File: config.mk
export PLATFORM = sky130hd
export DESIGN_NAME = dram_writeback_ctrl
export DESIGN_NICKNAME = d
export VERILOG_FILES = /design/src/rtl/dram_writeback_ctrl_pkg.sv /design/src/rtl/dram_writeback_ctrl_counter.sv /design/src/rtl/dram_writeback_ctrl_fifo.sv /design/src/rtl/dram_writeback_ctrl.sv
export SDC_FILE = /design/constraint.sdc
export NUM_CORES = 1
export LEC_CHECK = 0
export ABC_CLOCK_PERIOD_IN_PS = 8600
export BUFFER_PORTS_ARGS = -buffer_cell sky130_fd_sc_hd__buf_2
export CAP_MARGIN = 20
export CORE_ASPECT_RATIO = 1.75
export CORE_MARGIN = 2
export CORE_UTILIZATION = 23
export DETAILED_ROUTE_END_ITERATION = 12
export PLACE_DENSITY_LB_ADDON = 0.12
export RECOVER_POWER = 25
export SYNTH_ARGS = -nofsm -noshare
export SYNTH_HDL_FRONTEND = slang
export SYNTH_SLANG_ARGS = --single-unit
File: constraint.sdc
create_clock -name clk_i -period 8.6 [get_ports clk_i]
set_input_delay 0.43 -clock clk_i [delete_from_list [all_inputs] [get_ports clk_i]]
set_output_delay 0.43 -clock clk_i [all_outputs]
set_load 0.02 [all_outputs]
File: src/rtl/dram_writeback_ctrl_pkg.sv
// Shared types and default sizing for the DRAM write-back controller.
package dram_writeback_ctrl_pkg;

    localparam int unsigned DEF_DRAM_ADDR_WIDTH   = 18;
    localparam int unsigned DEF_OUTPUT_ADDR_WIDTH = 16;
    localparam int unsigned DEF_DATA_WIDTH        = 32;
    localparam int unsigned DEF_BRAM_RD_LATENCY   = 2;
    localparam int unsigned DEF_FIFO_DEPTH        = 4;

    // Transfer sequencing states
    typedef enum logic [2:0] {
        ST_IDLE  = 3'd0,
        ST_CHECK = 3'd1,
        ST_READ  = 3'd2,
        ST_DRAIN = 3'd3,
        ST_DONE  = 3'd4
    } wb_state_t;

    // Occupancy counter width for a FIFO of the given depth (0..depth inclusive)
    function automatic int unsigned fifo_cnt_width(input int unsigned depth);
        return $clog2(depth) + 1;
    endfunction

endpackage

File: src/rtl/dram_writeback_ctrl_counter.sv
// Loadable up-counter used for the BRAM read and DRAM write address streams.
module wb_addr_counter #(
    parameter int unsigned WIDTH = 16
) (
    input  logic             clk_i,
    input  logic             rst_i,
    input  logic             ld_i,
    input  logic [WIDTH-1:0] ld_val_i,
    input  logic             inc_i,
    output logic [WIDTH-1:0] q_o
);

    logic [WIDTH-1:0] r_q;

    // Load has priority over increment; increment wraps naturally
    always_ff @(posedge clk_i) begin
        if (rst_i) begin
            r_q <= '0;
        end else if (ld_i) begin
            r_q <= ld_val_i;
        end else if (inc_i) begin
            r_q <= r_q + WIDTH'(1);
        end
    end

    assign q_o = r_q;

endmodule

File: src/rtl/dram_writeback_ctrl_fifo.sv
// Synchronous skid FIFO absorbing BRAM read data ahead of the DRAM write port.
import dram_writeback_ctrl_pkg::*;

module wb_skid_fifo #(
    parameter int unsigned DATA_WIDTH = DEF_DATA_WIDTH,
    parameter int unsigned DEPTH      = DEF_FIFO_DEPTH,
    localparam int unsigned PTR_W     = $clog2(DEPTH),
    localparam int unsigned CNT_W     = fifo_cnt_width(DEPTH)
) (
    input  logic                  clk_i,
    input  logic                  rst_i,
    input  logic                  push_i,
    input  logic [DATA_WIDTH-1:0] push_data_i,
    input  logic                  pop_i,
    output logic [DATA_WIDTH-1:0] pop_data_o,
    output logic [CNT_W-1:0]      count_o,
    output logic                  empty_o,
    output logic                  full_o
);

    logic [DATA_WIDTH-1:0] r_mem [DEPTH];
    logic [PTR_W-1:0]      r_wr_ptr;
    logic [PTR_W-1:0]      r_rd_ptr;
    logic [CNT_W-1:0]      r_count;

    // Storage and pointers; storage is cleared so the head reads zero after reset
    always_ff @(posedge clk_i) begin
        if (rst_i) begin
            for (int unsigned i = 0; i < DEPTH; i++) begin
                r_mem[i] <= '0;
            end
            r_wr_ptr <= '0;
            r_rd_ptr <= '0;
            r_count  <= '0;
        end else begin
            if (push_i) begin
                r_mem[r_wr_ptr] <= push_data_i;
                r_wr_ptr        <= r_wr_ptr + PTR_W'(1);
            end
            if (pop_i) begin
                r_rd_ptr <= r_rd_ptr + PTR_W'(1);
            end
            r_count <= r_count + CNT_W'(push_i) - CNT_W'(pop_i);
        end
    end

    assign pop_data_o = r_mem[r_rd_ptr];
    assign count_o    = r_count;
    assign empty_o    = (r_count == '0);
    assign full_o     = (r_count == CNT_W'(DEPTH));

endmodule

File: src/rtl/dram_writeback_ctrl.sv
// Drains the output-feature BRAM into a DRAM word range over a valid/ready write stream.
import dram_writeback_ctrl_pkg::*;

module dram_writeback_ctrl #(
    parameter int unsigned DRAM_ADDR_WIDTH   = DEF_DRAM_ADDR_WIDTH,
    parameter int unsigned OUTPUT_ADDR_WIDTH = DEF_OUTPUT_ADDR_WIDTH,
    parameter int unsigned DATA_WIDTH        = DEF_DATA_WIDTH,
    parameter int unsigned BRAM_RD_LATENCY   = DEF_BRAM_RD_LATENCY,
    parameter int unsigned FIFO_DEPTH        = DEF_FIFO_DEPTH
) (
    input  logic                         clk_i,
    input  logic                         general_rst_i,
    input  logic                         start_i,
    input  logic [DRAM_ADDR_WIDTH-1:0]   output_start_addr_dram_i,
    input  logic [DRAM_ADDR_WIDTH-1:0]   output_finish_addr_dram_i,
    input  logic [OUTPUT_ADDR_WIDTH-1:0] out_buf_base_addr_i,
    output logic                         out_buf_rd_en_o,
    output logic [OUTPUT_ADDR_WIDTH-1:0] out_buf_rd_addr_o,
    input  logic [DATA_WIDTH-1:0]        out_buf_rd_data_i,
    output logic                         dram_wr_valid_o,
    input  logic                         dram_wr_ready_i,
    output logic [DRAM_ADDR_WIDTH-1:0]   dram_wr_addr_o,
    output logic [DATA_WIDTH-1:0]        dram_wr_data_o,
    output logic                         busy_o,
    output logic                         done_o,
    output logic                         err_o
);

    localparam int unsigned WCNT_W = DRAM_ADDR_WIDTH + 1;
    localparam int unsigned FCNT_W = fifo_cnt_width(FIFO_DEPTH);
    localparam int unsigned OCC_W  = $clog2(FIFO_DEPTH + BRAM_RD_LATENCY + 2) + 1;

    wb_state_t                    r_state;
    logic [DRAM_ADDR_WIDTH-1:0]   r_start;
    logic [DRAM_ADDR_WIDTH-1:0]   r_finish;
    logic [WCNT_W-1:0]            r_rd_left;
    logic                         r_rd_en;
    logic [BRAM_RD_LATENCY-1:0]   r_pipe;
    logic                         r_busy;
    logic                         r_done;
    logic                         r_err;

    logic                         w_start_acc;
    logic                         w_push;
    logic                         w_pop;
    logic                         w_fifo_empty;
    logic                         w_fifo_full;
    logic [FCNT_W-1:0]            w_fifo_count;
    logic [OCC_W-1:0]             w_inflight;
    logic [OCC_W-1:0]             w_occ;
    logic                         w_issue;
    logic                         w_drained;

    assign w_start_acc = (r_state == ST_IDLE) && start_i;
    assign w_push      = r_pipe[BRAM_RD_LATENCY-1];
    assign w_pop       = !w_fifo_empty && dram_wr_ready_i;

    // Credit: FIFO entries after this cycle's pop plus every read not yet pushed
    always_comb begin
        w_inflight = OCC_W'(r_rd_en);
        for (int unsigned i = 0; i < BRAM_RD_LATENCY; i++) begin
            w_inflight = w_inflight + OCC_W'(r_pipe[i]);
        end
        w_occ     = OCC_W'(w_fifo_count) + w_inflight - OCC_W'(w_pop);
        w_issue   = (r_state == ST_READ) && (w_occ < OCC_W'(FIFO_DEPTH));
        w_drained = !r_rd_en && (r_pipe == '0) &&
                    ((w_fifo_count == '0) || ((w_fifo_count == FCNT_W'(1)) && w_pop));
    end

    // Transfer sequencer with registered control outputs and read-valid pipe
    always_ff @(posedge clk_i) begin
        if (general_rst_i) begin
            r_state   <= ST_IDLE;
            r_start   <= '0;
            r_finish  <= '0;
            r_rd_left <= '0;
            r_rd_en   <= 1'b0;
            r_pipe    <= '0;
            r_busy    <= 1'b0;
            r_done    <= 1'b0;
            r_err     <= 1'b0;
        end else begin
            r_rd_en <= 1'b0;
            r_done  <= 1'b0;
            r_pipe  <= (r_pipe << 1) | BRAM_RD_LATENCY'(r_rd_en);
            case (r_state)
                ST_IDLE: begin
                    if (start_i) begin
                        r_start  <= output_start_addr_dram_i;
                        r_finish <= output_finish_addr_dram_i;
                        r_busy   <= 1'b1;
                        r_err    <= 1'b0;
                        r_state  <= ST_CHECK;
                    end
                end
                ST_CHECK: begin
                    if (r_finish < r_start) begin
                        r_err   <= 1'b1;
                        r_done  <= 1'b1;
                        r_busy  <= 1'b0;
                        r_state <= ST_DONE;
                    end else begin
                        r_rd_left <= WCNT_W'(r_finish) - WCNT_W'(r_start) + WCNT_W'(1);
                        r_state   <= ST_READ;
                    end
                end
                ST_READ: begin
                    if (w_issue) begin
                        r_rd_en   <= 1'b1;
                        r_rd_left <= r_rd_left - WCNT_W'(1);
                        if (r_rd_left == WCNT_W'(1)) begin
                            r_state <= ST_DRAIN;
                        end
                    end
                end
                ST_DRAIN: begin
                    if (w_drained) begin
                        r_done  <= 1'b1;
                        r_busy  <= 1'b0;
                        r_state <= ST_DONE;
                    end
                end
                ST_DONE: begin
                    r_state <= ST_IDLE;
                end
                default: begin
                    r_state <= ST_IDLE;
                end
            endcase
        end
    end

    // BRAM read address: points at the word for the read currently on the port
    wb_addr_counter #(.WIDTH(OUTPUT_ADDR_WIDTH)) u_rd_addr (
        .clk_i    (clk_i),
        .rst_i    (general_rst_i),
        .ld_i     (w_start_acc),
        .ld_val_i (out_buf_base_addr_i),
        .inc_i    (r_rd_en),
        .q_o      (out_buf_rd_addr_o)
    );

    // DRAM write address: advances only on an accepted write
    wb_addr_counter #(.WIDTH(DRAM_ADDR_WIDTH)) u_wr_addr (
        .clk_i    (clk_i),
        .rst_i    (general_rst_i),
        .ld_i     (w_start_acc),
        .ld_val_i (output_start_addr_dram_i),
        .inc_i    (w_pop),
        .q_o      (dram_wr_addr_o)
    );

    wb_skid_fifo #(.DATA_WIDTH(DATA_WIDTH), .DEPTH(FIFO_DEPTH)) u_fifo (
        .clk_i       (clk_i),
        .rst_i       (general_rst_i),
        .push_i      (w_push),
        .push_data_i (out_buf_rd_data_i),
        .pop_i       (w_pop),
        .pop_data_o  (dram_wr_data_o),
        .count_o     (w_fifo_count),
        .empty_o     (w_fifo_empty),
        .full_o      (w_fifo_full)
    );

    // Read credit must keep landing data from ever meeting a full FIFO
    a_no_overflow: assert property (@(posedge clk_i) disable iff (general_rst_i)
        !(w_push && w_fifo_full && !w_pop));

    assign out_buf_rd_en_o = r_rd_en;
    assign dram_wr_valid_o = !w_fifo_empty;
    assign busy_o          = r_busy;
    assign done_o          = r_done;
    assign err_o           = r_err;

endmodule

==> flow_summary.ini <==
[cells_and_area]
syn2layout_area_growth_pct = 20.2
multiInputGateArea_um2 = 5220
seq_area_um2 = 5990
n_fill_cell = 5441
fin_area_um2 = 14100
n_antenna_cell = 0
final_layout_size_suffix_gt1_share_pct = 16.5
nets = 1447

[synth]
syn_inst = 1165
yosysMostFrequentCell = nand2_1
synth_top_area_share_pct = 32.8
syn_area_per_cell_um2 = 10.0
yosysSeqAreaShare_pct = 51.1
synth_area_um2 = 11700
synthFlopType = edfxtp_1
synth_area_leader_cell = edfxtp_1
synthDistinctLibCells = 60
yosysWarnings = 0
synth_edf_count = 128
synth_common_cells = 164 x nand2_1, 160 x nor2_1, 128 x edfxtp_1
async_flop_share_pct = 0
synth_area_leaders = edfxtp_1 33%, dfxtp_1 18%, mux4_2 6.2%
ys_seq_elements = 235
syn_nets = 1310

[global_routing]
grt_pass1_vias = 9365
grt_max_degree = 93
grt_usage_pct = 13.3
antenna_found_initial = 0
grt_overflow = 0
grt_pass1_wl_um = 54400

[sta]
finClkSkew_ns = 0.0317
max_slew_margin_pct = -80.9
drv_slew = 133
rsz0062_at_grt = no
clock.fmax_ghz = 0.261
tightest_slew_ns = 2.71
fin_crit_sh_pct = 44.6
finalCriticalPeriod_ns = 3.84
hold_violations = 0
setup_tns_ns = 0
setup_violations = 0

[clock_network]
worstSkewPairLatency_ns = 0.58
cts_tree = built
postCtsHoldBufs = 0
cts.path.max_buffers = 3
clock-sinks = 235
root_buffer = clkbuf_16
cts_made_buffers = 26
cts_resized = 0
cts_setup_buffers = 0
htreeDepth = 1
clk_pin_slew_worst_paths_ns = 0.07

[detailed_routing]
drtPass1Iterations = 4
wl_per_cell_um = 17.7
antenna_left = 0
wl_um = 35200
dr_total_vias = 8926
drt_iter0_markers = 396
avgViaCountPerCell = 4.49
drc_errors = 0

[outcome]
status = finished, violations left
failed_checks = max-capacitance violations, max-slew violations

[power]
power.leakage_uw = 0.00544
pwr-share-clk_pct = 26.4
internal_power_uw = 2700
power_switching_uw = 1780
p_seq_share_pct = 34.3
power_density_nw_per_um2 = 318
ir_drop_uv = 155
power_frac_comb_pct = 39.4
swShare_pct = 39.8

[worst_hold_path]
min_path_type = in -> reg
worstHoldStart = output_finish_addr_dram_i[16]
whs_path_depth = 3

[critical_path]
startpoint_type = input pin
cp.required_ns = 8.97
crit_fanout = 53
rr_worst_depth = 12
critPathArrivalTime_ns = 4.21
reg2reg_from = u_fifo.count_o[1]
setup.worst_path.start = general_rst_i
path_class = in -> reg
endpoint_kind = register

[floorplan]
die_area_um2 = 52800
core_area_um2 = 50500
ioPinCount = 159
die_w_um = 175
die_y_um = 302
fp-row-count = 109
initial_core_util_pct = 23.2

[flow_run]
max-cap-violations = 3

[placement]
dp_hpwl_um = 24700
gp_congestion = 0.740
placed_area_um2 = 13200
io_buffer_count = 158
## kinds of logic (layout without fill, tap and decap cells)
logic type,after synthesis,in the layout,synth area share [%]
and+or+nand+nor,457,457,17.5
xor gates and xnor gates,53,53,3.97
adders and majority gates,57,57,6.80
muxes,34,34,6.33
DFF,235,235,51.1
AOI/OAI and AO/OA,186,186,9.70
buffers and inverters,143,299,4.61
## metrics by stage
| step | hold slack [ns] | utilization [%] | total power (µW) | setup WS, ns | std cells |
|---|---|---|---|---|---|
| finish | 0.107 | 27.9 | 4480 | 4.76 | 1987 |
| global route | 0.0897 | 27.9 | 4800 | 4.37 | 1987 |
| CTS | 0.0626 | 28.0 | 4570 | 4.72 | 1987 |
| detailed placement | 0.449 | 26.2 | 3360 | 4.62 | 1940 |
| global placement | 0.450 | 26.2 | 3360 | 4.70 | 1940 |
| floorplan | 0.436 | - | 2790 | 5.08 | 1165 |
## registers in the layout (all words and copies together), names as in the netlist, 3 cells and up, named ones only
name            flops
r_finish           18
u_wr_addr.q_o      18
u_fifo.r_mem      128
r_start            18
u_fifo.count_o      3
r_rd_left          19
r_state             3
u_rd_addr.q_o      16
## layout make-up
| class | count | share of cell area (%) |
|---|---|---|
| flip-flops and latches | 235 | 42.6 |
| multi-input cells | 787 | 37.1 |
| well taps | 666 | 5.92 |
| repair buffers | 170 | 5.87 |
| clock buffers | 33 | 5.08 |
| inverters | 82 | 2.19 |
| clock inverters | 14 | 1.28 |
## cell usage in the layout (no fill, tap or decap), types with 3 or more instances in the layout
master     count
nand2_1      164
nor2_1       158
edfxtp_1     128
buf_2        120
dfxtp_1      106
inv_1         81
a21oi_1       76
ha_1          46
clkbuf_1      42
o21ai_0       34
mux4_2        32
nand3_1       29
xnor2_1       27
xor2_1        26
clkbuf_16     26
a211oi_1      24
nand4_1       15
nor3_1        14
and3_1        13
nand2b_1      12
nor4_1        11
fa_1          11
buf_4         10
nor2b_1        8
a31oi_1        6
a22oi_1        6
a311oi_1       5
or3_1          5
o41ai_1        4
clkinv_2       4
o21ai_4        3
or2_2          3
o21a_1         3
o21bai_1       3
and2_1         3
o211ai_1       3
or4_1          3
o31ai_1        3
bufinv_16      3
clkbuf_8       3
## routing by layer
metal	global-route usage (%)	wire, µm	part of all wire, %
met5	0	0	0
met4	4.29	904	2.6
met3	1.73	1400	4.0
met2	26.7	19500	56
met1	14.0	13300	38
## final timing paths
path                  end  slack (ns)
max                 err_o        4.76
min          r_finish[16]        0.11
max reg2reg  r_rd_left[8]        4.82
min reg2reg  r_finish[14]        0.46
## power by group through the flow
stage | sequential [µW] | combinational [µW] | clock, µW
4_1_cts | 1540 | 1800 | 1230
3_5_place_dp | 1560 | 1800 | 0
5_1_grt | 1570 | 1970 | 1260
3_3_place_gp | 1560 | 1800 | 0
2_1_floorplan | 1520 | 1270 | 0
6_report | 1530 | 1760 | 1180
## critical path, cell delays in order
cell      delay, ns
clkbuf_1       1.89
clkbuf_1       1.72
nor3_1         0.15
Note: power is estimated with default switching activity, not from simulation.
